<file path="src/rtl/seq_pattern_tx_pkg.sv">
// rtl/seq_pattern_tx_pkg.sv - shared types and constants for the serial pattern transmitter
package seq_pattern_tx_pkg;

    typedef enum logic [1:0] {
        IDLE,
        SEND,
        GAP
    } state_t;

    localparam logic       DEF_IDLE_BIT = 1'b1;
    // Pattern recognised by the seq_dec_001 detector.
    localparam logic [2:0] PAT_001      = 3'b001;

endpackage

</file>
<file path="src/rtl/seq_pattern_tx_shifter.sv">
// rtl/seq_pattern_tx_shifter.sv - loadable MSB-first shift register with a last-bit flag
module pat_shifter #(
    parameter int PAT_W = 3
) (
    input  logic             clk,
    input  logic             rst,
    input  logic             i_load,
    input  logic             i_shift,
    input  logic [PAT_W-1:0] i_data,
    output logic             o_next_bit,
    output logic             o_last
);

    localparam int BCW = (PAT_W > 1) ? $clog2(PAT_W) : 1;

    logic [PAT_W-1:0] r_sh;
    logic [BCW-1:0]   r_cnt;
    logic [PAT_W-1:0] w_shifted;

    assign w_shifted  = r_sh << 1;
    // Bit that will be on the line once the current one has been shifted out.
    assign o_next_bit = w_shifted[PAT_W-1];
    assign o_last     = (r_cnt == BCW'(PAT_W - 1));

    always_ff @(posedge clk) begin
        if (rst) begin
            r_sh  <= '0;
            r_cnt <= '0;
        end else if (i_load) begin
            r_sh  <= i_data;
            r_cnt <= '0;
        end else if (i_shift) begin
            r_sh  <= w_shifted;
            r_cnt <= r_cnt + BCW'(1);
        end
    end

endmodule

</file>
<file path="src/rtl/seq_pattern_tx.sv">
// rtl/seq_pattern_tx.sv - repeating MSB-first serial pattern transmitter with inter-frame gap
module seq_pattern_tx
    import seq_pattern_tx_pkg::*;
#(
    parameter int   PAT_W    = 3,
    parameter int   CNT_W    = 4,
    parameter int   GAP_W    = 4,
    parameter logic IDLE_BIT = DEF_IDLE_BIT
) (
    input  logic             clk,
    input  logic             rst,
    input  logic             start,
    input  logic [PAT_W-1:0] pattern,
    input  logic [CNT_W-1:0] repeat_n,
    input  logic [GAP_W-1:0] gap,
    input  logic             abort,
    output logic             dout,
    output logic             dout_vld,
    output logic             frame_sof,
    output logic             busy,
    output logic             done
);

    state_t           r_state, w_state_nxt;
    logic [PAT_W-1:0] r_pat;
    logic [CNT_W-1:0] r_rep, w_rep_nxt;
    logic [GAP_W-1:0] r_gap, r_gcnt, w_gcnt_nxt;
    logic             r_dout, r_vld, r_sof, r_busy, r_done;
    logic             w_dout_nxt, w_vld_nxt, w_sof_nxt, w_busy_nxt, w_done_nxt;
    logic             w_latch, w_load, w_shift, w_next_bit, w_last;
    logic [PAT_W-1:0] w_load_data;

    pat_shifter #(.PAT_W(PAT_W)) u_shifter (
        .clk        (clk),
        .rst        (rst),
        .i_load     (w_load),
        .i_shift    (w_shift),
        .i_data     (w_load_data),
        .o_next_bit (w_next_bit),
        .o_last     (w_last)
    );

    // Outputs are computed one cycle ahead so every output leaves a flop.
    always_comb begin
        w_state_nxt = r_state;
        w_dout_nxt  = IDLE_BIT;
        w_vld_nxt   = 1'b0;
        w_sof_nxt   = 1'b0;
        w_busy_nxt  = 1'b0;
        w_done_nxt  = 1'b0;
        w_latch     = 1'b0;
        w_load      = 1'b0;
        w_shift     = 1'b0;
        w_load_data = r_pat;
        w_rep_nxt   = r_rep;
        w_gcnt_nxt  = r_gcnt;
        case (r_state)
            IDLE: begin
                if (start) begin
                    w_latch     = 1'b1;
                    w_load      = 1'b1;
                    w_load_data = pattern;
                    w_state_nxt = SEND;
                    w_dout_nxt  = pattern[PAT_W-1];
                    w_vld_nxt   = 1'b1;
                    w_sof_nxt   = 1'b1;
                    w_busy_nxt  = 1'b1;
                end
            end
            SEND: begin
                if (abort) begin
                    w_state_nxt = IDLE;
                end else if (!w_last) begin
                    w_shift    = 1'b1;
                    w_dout_nxt = w_next_bit;
                    w_vld_nxt  = 1'b1;
                    w_busy_nxt = 1'b1;
                end else if (r_rep > CNT_W'(1)) begin
                    w_rep_nxt  = r_rep - CNT_W'(1);
                    w_busy_nxt = 1'b1;
                    if (r_gap != '0) begin
                        w_state_nxt = GAP;
                        w_gcnt_nxt  = r_gap;
                    end else begin
                        w_load     = 1'b1;
                        w_dout_nxt = r_pat[PAT_W-1];
                        w_vld_nxt  = 1'b1;
                        w_sof_nxt  = 1'b1;
                    end
                end else begin
                    w_state_nxt = IDLE;
                    w_done_nxt  = 1'b1;
                end
            end
            GAP: begin
                if (abort) begin
                    w_state_nxt = IDLE;
                end else if (r_gcnt <= GAP_W'(1)) begin
                    w_load      = 1'b1;
                    w_state_nxt = SEND;
                    w_dout_nxt  = r_pat[PAT_W-1];
                    w_vld_nxt   = 1'b1;
                    w_sof_nxt   = 1'b1;
                    w_busy_nxt  = 1'b1;
                end else begin
                    w_gcnt_nxt = r_gcnt - GAP_W'(1);
                    w_busy_nxt = 1'b1;
                end
            end
            default: w_state_nxt = IDLE;
        endcase
    end

    always_ff @(posedge clk) begin
        if (rst) begin
            r_state <= IDLE;
            r_pat   <= '0;
            r_rep   <= '0;
            r_gap   <= '0;
            r_gcnt  <= '0;
            r_dout  <= IDLE_BIT;
            r_vld   <= 1'b0;
            r_sof   <= 1'b0;
            r_busy  <= 1'b0;
            r_done  <= 1'b0;
        end else begin
            r_state <= w_state_nxt;
            r_gcnt  <= w_gcnt_nxt;
            r_dout  <= w_dout_nxt;
            r_vld   <= w_vld_nxt;
            r_sof   <= w_sof_nxt;
            r_busy  <= w_busy_nxt;
            r_done  <= w_done_nxt;
            if (w_latch) begin
                r_pat <= pattern;
                r_rep <= (repeat_n == '0) ? CNT_W'(1) : repeat_n;
                r_gap <= gap;
            end else begin
                r_rep <= w_rep_nxt;
            end
        end
    end

    assign dout      = r_dout;
    assign dout_vld  = r_vld;
    assign frame_sof = r_sof;
    assign busy      = r_busy;
    assign done      = r_done;

endmodule

</file>
<file path="config.mk">
export PLATFORM = sky130hd
export DESIGN_NAME = seq_pattern_tx
export DESIGN_NICKNAME = d
export VERILOG_FILES = /design/src/rtl/seq_pattern_tx_pkg.sv /design/src/rtl/seq_pattern_tx_shifter.sv /design/src/rtl/seq_pattern_tx.sv
export SDC_FILE = /design/constraint.sdc
export NUM_CORES = 1
export LEC_CHECK = 0
export BUFFER_PORTS_ARGS = -buffer_cell sky130_fd_sc_hd__buf_4
export CAP_MARGIN = 30
export CELL_PAD_IN_SITES_DETAIL_PLACEMENT = 0
export CELL_PAD_IN_SITES_GLOBAL_PLACEMENT = 1
export CORE_MARGIN = 2
export CORE_UTILIZATION = 40
export CTS_CLUSTER_DIAMETER = 30
export DETAILED_ROUTE_END_ITERATION = 8
export PLACE_DENSITY_LB_ADDON = 0.1
export SETUP_SLACK_MARGIN = 0.1
export SYNTH_ARGS = -nofsm -noshare
export SYNTH_HDL_FRONTEND = slang
export SYNTH_HIERARCHICAL = 1
export SYNTH_SLANG_ARGS = --single-unit
</file>
<file path="constraint.sdc">
create_clock -name clk -period 2.1 [get_ports clk]
set_input_delay 0.42 -clock clk [delete_from_list [all_inputs] [get_ports clk]]
set_output_delay 0.42 -clock clk [all_outputs]
set_load 0.02 [all_outputs]
</file>
* Word level (Yosys, flattened, before mapping) *
Cells that the tools add are included.

storage, ports and cells
  flip-flop bits (word level) = 26
  latch bits = 0
  RAM bits = 0
  bits in read-only memories = 0
  bits of input ports = 15
  output and inout port bits = 5
  word-level logic and storage cells = 100
  memories kept = 0

operators by class
  $add $sub $neg = 3
  multipliers = 0
  div/mod/pow operators = 0
  order comparisons = 2
  equal/unequal tests = 14
  shift operators = 0
  multiplexer cells = 54
  bitwise operators = 2
  reduce and logical (&&, ||, !) cells = 13

operator list
  kind                                                            count
  2-to-1 mux 4 bit                                                12
  2-to-1 mux 1 bit                                                25
  2-to-1 mux 2 bit                                                11
  != test 2 bit, second input constant                            7
  one-hot mux 1 bit (3 select lines)                              4
  nonzero test 2 bit                                              5
  one-hot mux 4 bit (2 select lines)                              1
  AND reduction 4 bit                                             2
  subtractor 4 x 1 -> 4 bit, second input constant                2
  AND reduction 7 bit                                             1
  != test 3 bit, second input constant                            2
  one-hot mux 2 bit (3 select lines)                              1
  == test 2 bit, second input constant                            2
  greater-than comparator 4 x 1 -> 1 bit, second input constant   1
  less-or-equal comparator 4 x 1 -> 1 bit, second input constant  1
  zero test 4 bit                                                 1
  != test 4 bit, second input constant                            1
  nonzero test 4 bit                                              1
  OR reduction 4 bit                                              1
  adder 2 x 1 -> 2 bit, second input constant                     1
  == test 2 x 1 -> 1 bit, second input constant                   1
  zero test 2 bit                                                 1
  != test 2 x 1 -> 1 bit, second input constant                   1
  inverter 1 bit                                                  2
  OR reduction 2 bit                                              1

* Longest topological paths before layout *
  word-level depth = 7
  depth in mapped cells = 9
  gate-level depth less buffers = 9

* Cells and area by module *
The synthesis kept the hierarchy.

by module, submodules not included
  module          instances  cells an instance  area each (um^2)
  seq_pattern_tx  1          159                1,244.9
  pat_shifter     1          17                 167.7

* Worst setup path after synthesis *
OpenSTA, ideal clock, no wires.

  path kind = register to register
  start point = register r_gcnt[0]
  end point = register u_shifter.r_sh[0]
  setup time = 70 ps
  arrival = 1,806 ps
  required time = 2,030 ps
  path slack = 224 ps
  stages on the path, launching flop included = 10
  path buffers = 0
  clock period less this slack = 1,876 ps
  cell sequence = dfxtp_1 inv_1 ha_1 or2_1 nand2_1 o21ai_0 a21oi_1 nor2_1 or3b_1 a21oi_1

between the ends
  cells in the longest elaborated chain, start to end = 5

ends and longest elaborated chain
  item                                                    line                          source
  from (decl)                                             seq_pattern_tx.sv:27          logic [GAP_W-1:0] r_gap, r_gcnt, w_gcnt_nxt;
  from (signal assigned)                                  seq_pattern_tx.sv:128         r_gcnt <= w_gcnt_nxt;
  less-or-equal comparator 4 x 1 -> 1 bit *               seq_pattern_tx.sv:98          end else if (r_gcnt <= GAP_W'(1)) begin
  2-to-1 mux 1 bit *                                      seq_pattern_tx.sv:98
  2-to-1 mux 1 bit *                                      seq_pattern_tx.sv:96          if (abort) begin
  one-hot mux 1 bit (3 select lines) *                    seq_pattern_tx.sv:57          case (r_state)
  net w_load                                              seq_pattern_tx.sv:30          logic w_latch, w_load, w_shift, w_next_bit, w_last;
  2-to-1 mux 2 bit or nonzero test 2 bit (tied branches)  --
  to (signal assigned)                                    seq_pattern_tx_shifter.sv:30  r_sh <= i_data;
  to (signal assigned)                                    seq_pattern_tx_shifter.sv:33  r_sh <= w_shifted;
  to (decl)                                               seq_pattern_tx_shifter.sv:16  logic [PAT_W-1:0] r_sh;

The timed path passes the listed nets; every way through them passes the cells marked *.
A chain may end at the register's enable or synchronous reset.

* Worst setup path in the final report *
  start point = register r_rep[0]
  end point = register r_gcnt[1]

between the ends
  cells in the longest elaborated chain, start to end = 3

ends and longest elaborated chain
  item                                    line                   source
  from (decl)                             seq_pattern_tx.sv:26   logic [CNT_W-1:0] r_rep, w_rep_nxt;
  from (signal assigned)                  seq_pattern_tx.sv:136  r_rep <= (repeat_n == '0) ? CNT_W'(1) : repeat_n;
  from (signal assigned)                  seq_pattern_tx.sv:139  r_rep <= w_rep_nxt;
  greater-than comparator 4 x 1 -> 1 bit  seq_pattern_tx.sv:78   end else if (r_rep > CNT_W'(1)) begin
  != test 2 bit (no line)                 --
  AND reduction 7 bit (no line)           --

No other way between the ends.

==> results.toml <==
[run_status]
status = "complete, no violations"

[detailed_routing]
firstDrtPassIters = 4
viasPerCell = 5.16
via_count = 1258
wl_mm = 3.01
drt_iter0_drc = 64
postRouteAntennaNets = 0
wl_per_cell_um = 12.3
drc_errors = 0

[sta]
hold_viol_final = 0
slew_headroom = 0.726
finalSetupViolCount = 0
drv_slew = 0
rsz0062_at_grt = "no"
setup_ws_ns = 0.215
worstMarginPinSlew_ns = 0.407
finalClockSkew_ns = 0.00696
hold_ws_ns = 0.332
period_needed_ns = 1.88
period_share = 0.898
max_freq_ghz = 0.531

[die]
die_w_um = 63.3
core_sq_um = 3360
rows = 21
start_util = 0.419
die_h_um = 63.3
io_pins = 20
floorplan.die_area_sq_um = 4010

[clock_network]
htree_levels = 1
cts_buffers = 3
clkTransAtPathRegs_ns = 0.14
clock_latency_ns = 0.32
root_buffer = "clkbuf_4"
postCtsHoldBufs = 0
tritoncts = "yes"
clock_path_buffers = 2
cts.sinks = 26

[final_layout]
insertedDiodeCount = 0
nFillCells = 360
synthToLayoutAreaGrowth_pct = 19.4
stdcell_area_sq_um = 1680
final_nets = 224
drive_gt1_frac = 0.227

[worst_setup_path]
start_kind = "flip-flop"
path_cells = "inv_1, ha_1, or2_4, a211o_2, a21oi_2, mux2i_1, nor2_1"
worstPathMaxFanout = 4
max_stage_delay_ns = 0.39
critPathRequiredTime_ns = 2.32
setup.worst_path.end_class = "flip-flop"
cp.arrival_ns = 2.10
worst_path_max_delay_cell = "dfxtp_4"
crit_type = "reg -> reg"

[global_route]
grt_pass1_wl_mm = 5.38
track_usage = 0.167
antenna_found_initial = 0
grt_pass1_vias = 1229
grt.overflow.total = 0
grt_max_degree = 25

[power_and_ir_drop]
p_per_area_nw_per_um2 = 669
ir_drop_mv = 0.244
leakagePower_nw = 0.667

[worst_hold_path]
min_path_type = "in -> reg"

[place]
placed_area_sq_um = 1630
io_buffers = 19
post-place-ws_ns = -0.00252
dp_hpwl_mm = 2.30
globalplace.congestion = 0.840

[synthesis]
yosys_warnings = 6
syn_area_sq_um = 1410
syn_avg_cell_area_sq_um = 8.05
postSynthCellCount = 175
synth_nets = 199

[job]
maxCapViolCount = 0
[routing by layer]
layer | wire [um] | vias to the layer above | GRT usage
li1 | - | 659 | -
met1 | 1500 | 578 | 0.226
met2 | 1390 | 19 | 0.268
met3 | 97 | 2 | 0.0286
met4 | 21 | 0 | 0.0571
met5 | 0 | - | 0
[sequential cells by signal, summed over array words and instances, names as in the netlist]
register,count
dout,1
frame_sof,1
dout_vld,1
u_shifter/r_sh,2
r_pat,3
busy,1
r_state,2
r_gap,4
u_shifter/r_cnt,2
r_gcnt,4
done,1
r_rep,4
[layout by cell type (no fill, tap or decap), drive strengths merged, types with 2 or more instances in the layout]
master and count:
o211ai 2, a22oi 2, clkbuf 3, dfxtp 26
buf 24, o31ai 5, xor2 2, nor2b 4
a211oi 5, inv 12, o31a 2, nand2 27
a21oi 21, o21ai 5, nand2b 3, nor3 10
xnor2 2, nand3 2, mux2i 2, nor2 15
ha 9, or2 3
[worst paths after layout]
check                           startpoint   endpoint  slack [ns]  depth (start not counted)
worst max-delay path              r_rep[0]  r_gcnt[1]        0.22                          7
worst min-delay path                gap[2]   r_gap[2]        0.33                          3
worst max register to register    r_rep[0]  r_gcnt[1]        0.22                          7
worst min register to register    r_pat[0]   r_pat[0]        0.47                          2
[final cells by class]
type                    instances  area [sq um]  area share
repair buffers                 24           180       0.107
well taps                      46          57.6      0.0342
inverters                      12          45.0      0.0268
multi-input cells             133           847       0.503
clock buffers                   3          22.5      0.0134
flip-flops and latches         26           531       0.315
[repair_timing]
action                                  4_1_cts  5_1_grt
resized for setup                             5        8
buffers inserted                              0        0
endpoints found under the setup margin        1        8
[where the power goes]
group	switching, mW	total, mW	internal (mW)
logic	0.193	0.347	0.154
clock network	0.143	0.211	0.0671
registers	0.0316	0.569	0.537
total	0.368	1.13	0.758
[worst max-delay path, delay by kind of cell (launching register included)]
family                     cells  cell delay (ns)
and+or+nand+nor                2             0.32
muxes                          1             0.22
AOI/OAI and AO/OA              2             0.60
adders and majority gates      1             0.21
DFF                            1             0.39
buffers and inverters          1             0.04
[per-stage QoR]
stage,utilization,std cells,power [mW],TNS [ns]
after detailed placement,0.485,241,0.923,-0.00252
after CTS,0.495,244,1.14,0
final,0.500,244,1.13,0
after global placement,0.485,241,0.918,0
after floorplan,-,175,0.816,0
after global routing,0.500,244,1.22,0
(Power assumes the default switching activity.)
